**src/rtl/bus_arbiter_pkg.sv**
```systemverilog
// ----------------------------------------------------------------------------
// bus_arbiter_pkg
//   Shared types and helpers for the instruction-fetch / load-store bus
//   arbiter. Holds the arbiter state encoding, the registered bus command
//   record, and the bus widths that the cpu core uses for register data and
//   instruction addresses.
// ----------------------------------------------------------------------------
package bus_arbiter_pkg;

    localparam int REG_BUS_W   = 32;
    localparam int INST_ADDR_W = 32;
    localparam int SEL_W       = 4;
    localparam int TMO_W       = 8;

    // Arbiter states: idle/arbitrating, fetch in flight, load/store in
    // flight, and a flushed fetch whose bus cycle still has to finish.
    typedef enum logic [1:0] {
        ARB_IDLE     = 2'd0,
        ARB_IF_ACC   = 2'd1,
        ARB_MEM_ACC  = 2'd2,
        ARB_IF_DRAIN = 2'd3
    } arb_state_e;

    // Everything the bus sees for one access, registered at grant time and
    // held stable until the access finishes.
    typedef struct packed {
        logic                 we;
        logic [SEL_W-1:0]     sel;
        logic [REG_BUS_W-1:0] addr;
        logic [REG_BUS_W-1:0] wdata;
    } bus_cmd_t;

    // A fetch is always a full-word read.
    function automatic bus_cmd_t fetchCmd(input logic [INST_ADDR_W-1:0] addr);
        bus_cmd_t cmd;
        cmd.we    = 1'b0;
        cmd.sel   = {SEL_W{1'b1}};
        cmd.addr  = addr;
        cmd.wdata = '0;
        return cmd;
    endfunction

    // Stores return zero on the load-data path so a stale bus value never
    // reaches the register file.
    function automatic logic [REG_BUS_W-1:0] loadData(input logic we,
                                                      input logic [REG_BUS_W-1:0] rdata);
        return we ? '0 : rdata;
    endfunction

endpackage

```
**src/rtl/bus_arbiter.sv**
```systemverilog
// ----------------------------------------------------------------------------
// bus_arbiter
//   Shares one single-port 32-bit memory bus between instruction fetch (IF)
//   and the MEM stage (load/store). MEM, the older instruction, has priority;
//   after MAX_MEM_BURST consecutive MEM grants with a fetch waiting, the next
//   grant goes to IF. Flushed fetches are drained without an ack, and an
//   access with no bus_ack after TIMEOUT bus cycles is aborted with bus_err.
//
// Ports
//   clk, rst                     clock (rising edge), async active-low reset
//   if_req/if_addr/flush_in      fetch request side, flush discards fetch
//   if_rdata/if_ack              fetched word with one-cycle completion pulse
//   mem_req/we/sel/addr/wdata    load/store request side
//   mem_rdata/mem_ack            load data with one-cycle completion pulse
//   bus_req/we/sel/addr/wdata    registered bus command
//   bus_rdata/bus_ack            bus response
//   bus_err                      one-cycle pulse on an access timeout
//   stall_req_if/stall_req_mem   combinational stall requests towards ctrl
// ----------------------------------------------------------------------------
module bus_arbiter
    import bus_arbiter_pkg::*;
#(
    parameter int unsigned MAX_MEM_BURST = 4,
    parameter int unsigned TIMEOUT       = 255
) (
    input  logic                   clk,
    input  logic                   rst,

    input  logic                   if_req,
    input  logic [INST_ADDR_W-1:0] if_addr,
    input  logic                   flush_in,
    output logic [REG_BUS_W-1:0]   if_rdata,
    output logic                   if_ack,

    input  logic                   mem_req,
    input  logic                   mem_we,
    input  logic [SEL_W-1:0]       mem_sel,
    input  logic [REG_BUS_W-1:0]   mem_addr,
    input  logic [REG_BUS_W-1:0]   mem_wdata,
    output logic [REG_BUS_W-1:0]   mem_rdata,
    output logic                   mem_ack,

    output logic                   bus_req,
    output logic                   bus_we,
    output logic [SEL_W-1:0]       bus_sel,
    output logic [REG_BUS_W-1:0]   bus_addr,
    output logic [REG_BUS_W-1:0]   bus_wdata,
    input  logic [REG_BUS_W-1:0]   bus_rdata,
    input  logic                   bus_ack,
    output logic                   bus_err,

    output logic                   stall_req_if,
    output logic                   stall_req_mem
);

    localparam int BURST_W = (MAX_MEM_BURST < 1) ? 1 : $clog2(MAX_MEM_BURST + 1);
    localparam logic [BURST_W-1:0] BURST_MAX = BURST_W'(MAX_MEM_BURST);
    // The counter starts at 0 on grant, so the last allowed waiting cycle is
    // TIMEOUT-1; bus_req is therefore high for exactly TIMEOUT cycles.
    localparam logic [TMO_W-1:0]   TMO_LAST  = TMO_W'(TIMEOUT - 1);

    arb_state_e             state_q,     state_d;
    bus_cmd_t               cmd_q,       cmd_d;
    logic                   busReq_q,    busReq_d;
    logic [BURST_W-1:0]     burstCnt_q,  burstCnt_d;
    logic [TMO_W-1:0]       tmoCnt_q,    tmoCnt_d;
    logic                   ifAck_q,     ifAck_d;
    logic                   memAck_q,    memAck_d;
    logic                   busErr_q,    busErr_d;
    logic [REG_BUS_W-1:0]   ifRdata_q,   ifRdata_d;
    logic [REG_BUS_W-1:0]   memRdata_q,  memRdata_d;

    logic                   ifPending;
    logic                   grantMem;
    logic                   grantIf;
    logic                   timeoutHit;

    // Arbitration terms. A flush in IDLE hides the fetch request for that
    // one cycle. MEM wins a tie unless it has already used its burst
    // allowance while IF was waiting.
    always_comb begin
        ifPending  = if_req & ~flush_in;
        grantMem   = mem_req & (~ifPending | (burstCnt_q != BURST_MAX));
        grantIf    = ifPending & ~grantMem;
        timeoutHit = (tmoCnt_q == TMO_LAST);
    end

    // Next-state logic. Acks and bus_err default to 0 so they only ever last
    // one cycle; captured read data is held until the next matching ack.
    // Within an access, bus_ack takes precedence over a timeout.
    always_comb begin
        state_d    = state_q;
        cmd_d      = cmd_q;
        busReq_d   = busReq_q;
        burstCnt_d = burstCnt_q;
        tmoCnt_d   = tmoCnt_q;
        ifAck_d    = 1'b0;
        memAck_d   = 1'b0;
        busErr_d   = 1'b0;
        ifRdata_d  = ifRdata_q;
        memRdata_d = memRdata_q;

        unique case (state_q)
            ARB_IDLE: begin
                if (grantMem) begin
                    cmd_d.we    = mem_we;
                    cmd_d.sel   = mem_sel;
                    cmd_d.addr  = mem_addr;
                    cmd_d.wdata = mem_wdata;
                    busReq_d    = 1'b1;
                    tmoCnt_d    = '0;
                    burstCnt_d  = ifPending ? burstCnt_q + BURST_W'(1) : '0;
                    state_d     = ARB_MEM_ACC;
                end else if (grantIf) begin
                    cmd_d      = fetchCmd(if_addr);
                    busReq_d   = 1'b1;
                    tmoCnt_d   = '0;
                    burstCnt_d = '0;
                    state_d    = ARB_IF_ACC;
                end
            end

            // A flush arriving together with bus_ack or the timeout finishes
            // the access right here, just without the fetch ack.
            ARB_IF_ACC: begin
                if (bus_ack) begin
                    busReq_d = 1'b0;
                    state_d  = ARB_IDLE;
                    if (!flush_in) begin
                        ifAck_d   = 1'b1;
                        ifRdata_d = bus_rdata;
                    end
                end else if (timeoutHit) begin
                    busReq_d = 1'b0;
                    busErr_d = 1'b1;
                    state_d  = ARB_IDLE;
                    if (!flush_in) begin
                        ifAck_d   = 1'b1;
                        ifRdata_d = '0;
                    end
                end else begin
                    tmoCnt_d = tmoCnt_q + TMO_W'(1);
                    if (flush_in) begin
                        state_d = ARB_IF_DRAIN;
                    end
                end
            end

            ARB_MEM_ACC: begin
                if (bus_ack) begin
                    busReq_d   = 1'b0;
                    memAck_d   = 1'b1;
                    memRdata_d = loadData(cmd_q.we, bus_rdata);
                    state_d    = ARB_IDLE;
                end else if (timeoutHit) begin
                    busReq_d   = 1'b0;
                    busErr_d   = 1'b1;
                    memAck_d   = 1'b1;
                    memRdata_d = '0;
                    state_d    = ARB_IDLE;
                end else begin
                    tmoCnt_d = tmoCnt_q + TMO_W'(1);
                end
            end

            // The bus cycle of a flushed fetch must still complete; its data
            // is thrown away and only a timeout is reported.
            ARB_IF_DRAIN: begin
                if (bus_ack) begin
                    busReq_d = 1'b0;
                    state_d  = ARB_IDLE;
                end else if (timeoutHit) begin
                    busReq_d = 1'b0;
                    busErr_d = 1'b1;
                    state_d  = ARB_IDLE;
                end else begin
                    tmoCnt_d = tmoCnt_q + TMO_W'(1);
                end
            end

            default: begin
                busReq_d = 1'b0;
                state_d  = ARB_IDLE;
            end
        endcase
    end

    // State and output registers. The reset is asynchronous so an access in
    // flight is abandoned immediately and bus_req falls without waiting for
    // a clock edge.
    always_ff @(posedge clk or negedge rst) begin
        if (!rst) begin
            state_q    <= ARB_IDLE;
            cmd_q      <= '0;
            busReq_q   <= 1'b0;
            burstCnt_q <= '0;
            tmoCnt_q   <= '0;
            ifAck_q    <= 1'b0;
            memAck_q   <= 1'b0;
            busErr_q   <= 1'b0;
            ifRdata_q  <= '0;
            memRdata_q <= '0;
        end else begin
            state_q    <= state_d;
            cmd_q      <= cmd_d;
            busReq_q   <= busReq_d;
            burstCnt_q <= burstCnt_d;
            tmoCnt_q   <= tmoCnt_d;
            ifAck_q    <= ifAck_d;
            memAck_q   <= memAck_d;
            busErr_q   <= busErr_d;
            ifRdata_q  <= ifRdata_d;
            memRdata_q <= memRdata_d;
        end
    end

    // Bus and completion outputs come straight from registers; the stall
    // requests are combinational so the pipeline is released in the ack cycle.
    assign bus_req       = busReq_q;
    assign bus_we        = cmd_q.we;
    assign bus_sel       = cmd_q.sel;
    assign bus_addr      = cmd_q.addr;
    assign bus_wdata     = cmd_q.wdata;
    assign bus_err       = busErr_q;
    assign if_ack        = ifAck_q;
    assign if_rdata      = ifRdata_q;
    assign mem_ack       = memAck_q;
    assign mem_rdata     = memRdata_q;
    assign stall_req_if  = if_req & ~ifAck_q;
    assign stall_req_mem = mem_req & ~memAck_q;

endmodule
```
**config.mk**
```make
export PLATFORM = sky130hd
export DESIGN_NAME = bus_arbiter
export DESIGN_NICKNAME = d
export VERILOG_FILES = /design/src/rtl/bus_arbiter_pkg.sv /design/src/rtl/bus_arbiter.sv
export SDC_FILE = /design/constraint.sdc
export NUM_CORES = 1
export LEC_CHECK = 0
export BUFFER_PORTS_ARGS = -buffer_cell sky130_fd_sc_hd__buf_2
export CAP_MARGIN = 30
export CELL_PAD_IN_SITES_DETAIL_PLACEMENT = 1
export CELL_PAD_IN_SITES_GLOBAL_PLACEMENT = 1
export CORE_UTILIZATION = 35
export DETAILED_ROUTE_END_ITERATION = 6
export PLACE_DENSITY_LB_ADDON = 0.25
export SKIP_CTS_REPAIR_TIMING = 1
export SLEW_MARGIN = 0
export SYNTH_ARGS = -nofsm -noshare
export SYNTH_HDL_FRONTEND = slang
export SYNTH_SLANG_ARGS = --single-unit
```
**constraint.sdc**
```tcl
create_clock -name clk -period 2.7 [get_ports clk]
set_clock_uncertainty 0.1 [all_clocks]
set_input_delay 0.54 -clock clk [delete_from_list [all_inputs] [get_ports clk]]
set_output_delay 0.54 -clock clk [all_outputs]
set_load 0.02 [all_outputs]
```
======== Yosys cells after proc, flatten, opt, wreduce, memory -nomap -nowiden ========
Index checks and enable logic that the tools add are counted.
Widths: inputs -> output; s select.
storage, ports and cells
  flip-flop bits (word level) ............. 150
  logic and storage cells ................. 89
operators by class
  reductions and logical operators ........ 11
  equality and inequality tests ........... 13
  mux-type cells .......................... 39
  bitwise gates (word level) .............. 11
  add/sub/neg operators ................... 2
operators with widths
  operator             number
  $mux 32              7
  $mux 69              2
  $mux 8               4
  $pmux 8 s2           1
  $mux 2               7
  $mux 1               13
  $mux 3               3
  $add 8x1->8 const B  1
  $eq 8x8->1 const B   1
  $ne 2x2->1 const B   4
  $ne 3x1->1 const B   2
  $ne 3x3->1 const B   2
  $pmux 2 s3           1
  $reduce_and 2->1     3
  $reduce_and 3->1     2
  $and 1x1->1          5
  $not 1->1            5
  $eq 2x2->1 const B   2
  $ne 4x4->1 const B   1
  $reduce_and 4->1     1
  $reduce_bool 2->1    2
  $add 3x1->3 const B  1
  $reduce_or 3->1      1
  $eq 2x1->1 const B   1
  4 further kinds      4

======== Longest topological paths before layout ========
Gate-level depths: netlist of the first run.
  depth in word-level cells ............... 10
  mapped depth ............................ 8
  depth with buffers taken out ............ 6

======== Worst setup path before layout of the first run ========
OpenSTA, ideal clock, no wires.
  path type ............................... flip-flop to flip-flop
  start point ............................. register tmoCnt_q[0]
  end point ............................... register ifRdata_q[10] (netlist: if_rdata[10])
  data required time ...................... 2479 ps
  slack ................................... 673 ps
  arrival ................................. 1806 ps
  cell stages (with the launch flop) ...... 9
  cells stage by stage .................... dfrtp_1 inv_1 ha_1 and3_1 a21oi_2 or4b_1 buf_2 buf_6 a22o_1
between the ends
  longest elaborated chain between the ends .. 3
  elaborated cells between the ends (all ways) .. 4
RTL lines
  element                                                    line                RTL
  start: declaration                                         bus_arbiter.sv:66   logic [TMO_W-1:0] tmoCnt_q, tmoCnt_d;
  start signal: assignment                                   bus_arbiter.sv:208  tmoCnt_q <= tmoCnt_d;
  $eq 8x8->1 *                                               bus_arbiter.sv:85   timeoutHit = (tmoCnt_q == TMO_LAST);
  $ne 2x2->1 (no line) or $reduce_bool 2->1 (tied branches)  -
  $reduce_and 4->1 (no line) *                               -
  end signal: assignment                                     bus_arbiter.sv:212  ifRdata_q <= ifRdata_d;
  end: declaration                                           bus_arbiter.sv:70   logic [REG_BUS_W-1:0] ifRdata_q, ifRdata_d;
Every way passes the cells marked *; elsewhere a longest branch is shown, timed or not.
A chain may end at the register's enable or synchronous reset.

======== Worst setup path after layout of the first run ========
  start point ............................. register tmoCnt_q[0]
  end point ............................... register ifRdata_q[31] (netlist: if_rdata[31])
Same word-level chain as after synthesis.

==> impl_metrics.tcl, run 1 <==
set metrics [dict create \
    whs_ps 3.925 \
    drive_gt1_share_pct 40.59 \
    grt_use_total_pct 20.58 \
    clk_pin_slew_ps 60 \
    viasPerCell 4.948 \
    arrival_ps 2400 \
    worst_pin_slew_ps 774.9 \
    fin_tns_setup_ps 0 \
    ys.flop_type "dfrtp_1" \
    synth-simple-area-share_pct 7.530 \
    crit_fanout 23 \
    final_area_um2 8392 \
    slew_violations 0 \
    vias 5111 \
    finalSetupViolations 0 \
    async_flop_share_pct 100.0 \
    place_inst 1001 \
    synth_enable_flop_cells 0 \
    post_drt_wl_per_cell_um 17.50 \
    gp_congestion 0.7476 \
    drt_iter0_drc 141 \
    synth_fa_ha_area_share_pct 0.8140 \
    max_freq_ghz 0.4537 \
    syn_inst 521 \
    rsz0062_at_grt "false" \
    drt_pass1_iterations 4 \
    clk_path_buf_depth 2 \
    die_w_um 134.5 \
    numCtsBuffers 17 \
    syn-num-nets 664 \
    nets 938 \
    antenna_found_initial 0 \
    syn_area_per_cell_um2 11.80 \
    grt_pass1_vias 5502 \
    synth-compound-area-share_pct 14.67 \
    numClockSinks 150 \
    placed_cell_area_um2 7830 \
    ant_nets 0 \
    grt_max_degree 79 \
    clock_latency_ps 410 \
    dieArea_um2 18100 \
    cts_root_buffer "clkbuf_16" \
    synth-xor-area-share_pct 0.4274 \
    yosysWarnings 0 \
    p_leak_nw 4.399 \
    cts_tree "yes" \
    mostFrequentLayoutCells "buf_2, dfrtp_1, nand2_1" \
    post-route-period-util_pct 81.63 \
    drc_errors 0 \
    final_cells 1033 \
    htreeDepth 4 \
    final_common_cell "buf_2" \
    nFillCells 1982 \
    muxShareOfSynthArea_pct 10.58 \
    synth_top_family_by_area "compound AO/OA/AOI/OAI gates" \
    syn_area_um2 6148 \
    worst_ep_required_time_ps 2900 \
    cp-end-kind "register" \
    ir_drop_v 0.0004499 \
    start_util_pct 35.67 \
    core-area_um2 17240 \
    place_hpwl_um 13420 \
    io_buffers 277 \
    core.rowCount 48 \
    startpoint_type "register" \
    max_cap_violations 0 \
    ys_seq_elements 150 \
    grt_pass1_wl_um 28750 \
    ys_types 38 \
    syn2layout_area_growth_pct 36.49 \
    wirelength_um 18080 \
    powerDensity_nw_per_um2 1199 \
    seq_area_frac_synth_pct 61.05 \
    antenna_cells 0 \
    die_h_um 134.5 \
    worstSetupPathType "reg -> reg" \
    hold_violations 0 \
    grt-ovfl-total 0 \
    status "complete, no violations" \
    post-route-min-period_ps 2204 \
    final_core_utilization_pct 48.69 \
    max_slew_margin_pct 47.00 \
    io_pins 278 \
    holdCritPathClass "in -> async" \
]
[per-layer routing]
layer	part of all wire [%]	track usage, %	up-vias	wire length (um)
met5	0	0	-	0
met4	3.2	9.738	0	580
met3	4.6	4.204	38	831
met2	53	37.25	154	9592
met1	39	23.16	2556	7074
li1	-	-	2363	-
[flip-flops by register name (all words and copies together), names as in the netlist]
register,cells
tmoCnt_q,8
bus_we,1
bus_sel,4
bus_wdata,32
mem_ack,1
bus_req,1
if_ack,1
bus_addr,32
mem_rdata,32
if_rdata,32
burstCnt_q,3
state_q,2
bus_err,1
[synthesized netlist by cell type (3+ instances only)]
cell / instances / area, um2
dfrtp_1: 150 / 3754
nand2_1: 75 / 281.5
a22o_1: 65 / 569.3
mux2i_1: 65 / 650.6
o21ai_0: 40 / 200.2
inv_1: 37 / 138.9
clkbuf_1: 24 / 90.09
buf_2: 8 / 40.04
nand3_1: 7 / 35.03
ha_1: 4 / 50.05
nor2_1: 4 / 15.01
nor2b_1: 4 / 25.02
o22a_1: 4 / 35.03
buf_6: 3 / 33.78
nand2b_1: 3 / 18.77
[final cells by class]
type / count / area, um2 / area share, %
Clock buffer: 21 / 460.4 / 5.487
Inverter: 37 / 138.9 / 1.655
Clock inverter: 11 / 101.3 / 1.208
Tap cell: 225 / 281.5 / 3.355
Timing Repair Buffer: 290 / 1528 / 18.20
Multi-Input combinational cell: 299 / 2128 / 25.36
Sequential cell: 150 / 3754 / 44.73
[worst max-delay path, cell delays in order (launching register included)]
cell,delay (ps)
dfrtp_1,430
inv_1,80
ha_1,160
and3_1,200
a21oi_2,100
or4b_1,510
buf_4,250
a22o_1,260
[path summary, 6_finish.rpt]
path,from,end,slack (ps),cells after the start
worst min register to register,bus_addr[30]$_DFFE_PN0P_,bus_addr[30]$_DFFE_PN0P_,370,2
worst max register to register,tmoCnt_q[0]$_DFFE_PN0P_,if_rdata[31]$_DFFE_PN0P_,500,7
max in group asynchronous,rst,mem_rdata[31]$_DFFE_PN0P_,1730,2
min in group clk,mem_sel[3],bus_sel[3]$_DFFE_PN0P_,240,2
worst max-delay path,tmoCnt_q[0]$_DFFE_PN0P_,if_rdata[31]$_DFFE_PN0P_,500,7
worst min-delay path,rst,mem_rdata[10]$_DFFE_PN0P_,4,1
[report_power, final]
group,internal [mW],total (mW),switching (mW)
clock network,1.32,2.26,0.941
registers,3.23,3.82,0.581
logic,1.45,3.99,2.53
[kinds of logic after synthesis]
group / after synthesis
flops: 150
compound gates: 122
simple gates: 105
buf+inv: 72
mux: 65
fa+ha+maj: 4
xor+xnor: 3
[metrics by stage]
step,worst slack [ps],power [mW]
finish,496.0,10.06
global route,358.7,10.64
CTS,489.3,10.19
detailed placement,407.1,7.877
global placement,582.9,7.705
floorplan,672.8,6.193
(Power assumes the default switching activity.)
==> run 2: changes to the inputs <==
==> constraint.sdc (replaced) <==
create_clock -name clk -period 2.1 [get_ports clk]
set_clock_uncertainty 0.1 [all_clocks]
set_input_delay 0.42 -clock clk [delete_from_list [all_inputs] [get_ports clk]]
set_output_delay 0.42 -clock clk [all_outputs]
set_load 0.02 [all_outputs]
==> run 2 against run 1 <==
Worst setup slack worse by 460 ps. Sequential share of layout area is 1.1 points lower. Die area stayed put. Power is 31% higher. Design area is 2.6% higher.
==> impl_metrics.tcl, run 2 (synthesis results as in run 1) <==
set metrics [dict create \
    syn2layout_area_growth_pct 40.03 \
    post-route-min-period_ps 2061 \
    met1Wirelength_um 7183 \
    gp_congestion 0.7443 \
    power_switching_mw 5.293 \
    startpoint_type "register" \
    post_drt_wl_per_cell_um 17.93 \
    drive_gt1_share_pct 41.69 \
    final_common_cell "buf_2" \
    clk_path_buf_depth 2 \
    grt_pass1_wl_um 29120 \
    clockPowerShare_pct 22.9 \
    nets 948 \
    ant_nets 0 \
    io_buffers 277 \
    numClockSinks 150 \
    viasPerCell 4.881 \
    worstSetupPathType "reg -> reg" \
    max_cap_violations 0 \
    mostFrequentLayoutCells "buf_2, dfrtp_1, nand2_1" \
    worst_ep_required_time_ps 2290 \
    grt_max_degree 91 \
    holdCritPathClass "in -> reg" \
    die_h_um 134.5 \
    post-route-period-util_pct 98.13 \
    drt_pass1_iterations 4 \
    status "complete, no violations" \
    cts_root_buffer "clkbuf_16" \
    htreeDepth 4 \
    place_inst 1008 \
    clock_latency_ps 400 \
    core.rowCount 48 \
    vias 5106 \
    top_layer "met4" \
    dieArea_um2 18100 \
    p_leak_nw 4.501 \
    grt_use_total_pct 20.90 \
    drt_iter0_drc 197 \
    worst_pin_slew_ps 490.0 \
    drc_errors 0 \
    die_w_um 134.5 \
    hold_violations 0 \
    wl_met2_um 10070 \
    cp-end-kind "register" \
    max_slew_margin_pct 67.33 \
    antenna_found_initial 3 \
    grt-ovfl-total 0 \
    nFillCells 1949 \
    final_cells 1046 \
    wirelength_um 18760 \
    grt_pass1_vias 5584 \
    start_util_pct 35.67 \
    power_frac_comb_pct 40.1 \
    core-area_um2 17240 \
    slew_violations 0 \
    whs_ps 122.5 \
    rsz0062_at_grt "true" \
    internal_power_mw 7.915 \
    power_frac_seq_pct 37.0 \
    max_freq_ghz 0.4853 \
    arrival_ps 2250 \
    cts_tree "yes" \
    wl_met3_um 986 \
    finalSetupViolations 0 \
    clk_pin_slew_ps 60 \
    crit_fanout 17 \
    io_pins 278 \
    numCtsBuffers 17 \
    swShare_pct 40.07 \
    powerDensity_nw_per_um2 1534 \
    ir_drop_v 0.0006533 \
    place_hpwl_um 13650 \
]
==> run 2: cell count changes in the layout (fill, tap and decap cells not counted), sizes merged <==
cell	change
dlygate4sd3	+1
buf	+8
clkbuf	-1
bufinv	+1
inv	+3
diode	+3
clkinvlp	-2
==> run 2: through the flow <==
step	TNS, ps	total power [mW]	setup WS [ps]	cell area [um2]	utilization (%)
floorplan	0	7.963	72.81	6148	-
global placement	0	9.997	96.84	7945	46.09
finish	0	13.21	39.29	8610	49.95
global route	-3.080	14.00	-3.080	8610	49.95
CTS	0	13.34	28.41	8534	49.51
detailed placement	0	10.24	35.90	7945	46.09
==> run 2: final cells by class <==
class	instances	area, um2	area share, %
Clock inverter	13	146.4	1.700
Sequential cell	150	3754	43.60
Timing Repair Buffer	300	1693	19.66
Multi-Input combinational cell	299	2146	24.92
Antenna cell	3	7.507	0.08720
Clock buffer	19	442.9	5.145
Tap cell	225	281.5	3.270
Inverter	37	138.9	1.613
==> run 2: per-layer routing <==
layer  up-vias  GRT usage (%)
met5         -              0
met4         0          8.989
met3        34          5.443
met2       151          36.96
met1      2534          23.83
li1       2387              -
==> run 2: power groups by stage <==
stage / combinational (mW) / clock, mW / sequential, mW
floorplan: 1.56 / 0 / 6.41
global placement: 5.13 / 0 / 4.86
detailed placement: 5.34 / 0 / 4.90
CTS: 5.34 / 3.11 / 4.90
global route: 5.70 / 3.23 / 5.06
finish: 5.29 / 3.03 / 4.89
==> run 2: final timing paths <==
kind / endpoint / cells past startpoint / from / slack (ps)
max: if_rdata[22]$_DFFE_PN0P_ / 7 / tmoCnt_q[0]$_DFFE_PN0P_ / 40
min: bus_sel[3]$_DFFE_PN0P_ / 2 / mem_sel[3] / 120
max reg2reg: if_rdata[22]$_DFFE_PN0P_ / 7 / tmoCnt_q[0]$_DFFE_PN0P_ / 40
min reg2reg: bus_addr[7]$_DFFE_PN0P_ / 2 / bus_addr[7]$_DFFE_PN0P_ / 370
max in group asynchronous: tmoCnt_q[7]$_DFFE_PN0P_ / 3 / rst / 890
min in group asynchronous: if_rdata[4]$_DFFE_PN0P_ / 2 / rst / 360
==> run 2: critical path, cell delays in order, from the launching register on <==
cell	delay (ps)
dfrtp_1	380
inv_1	60
ha_2	170
and3_4	180
a21oi_2	60
or4b_4	550
buf_12	190
a22o_1	240
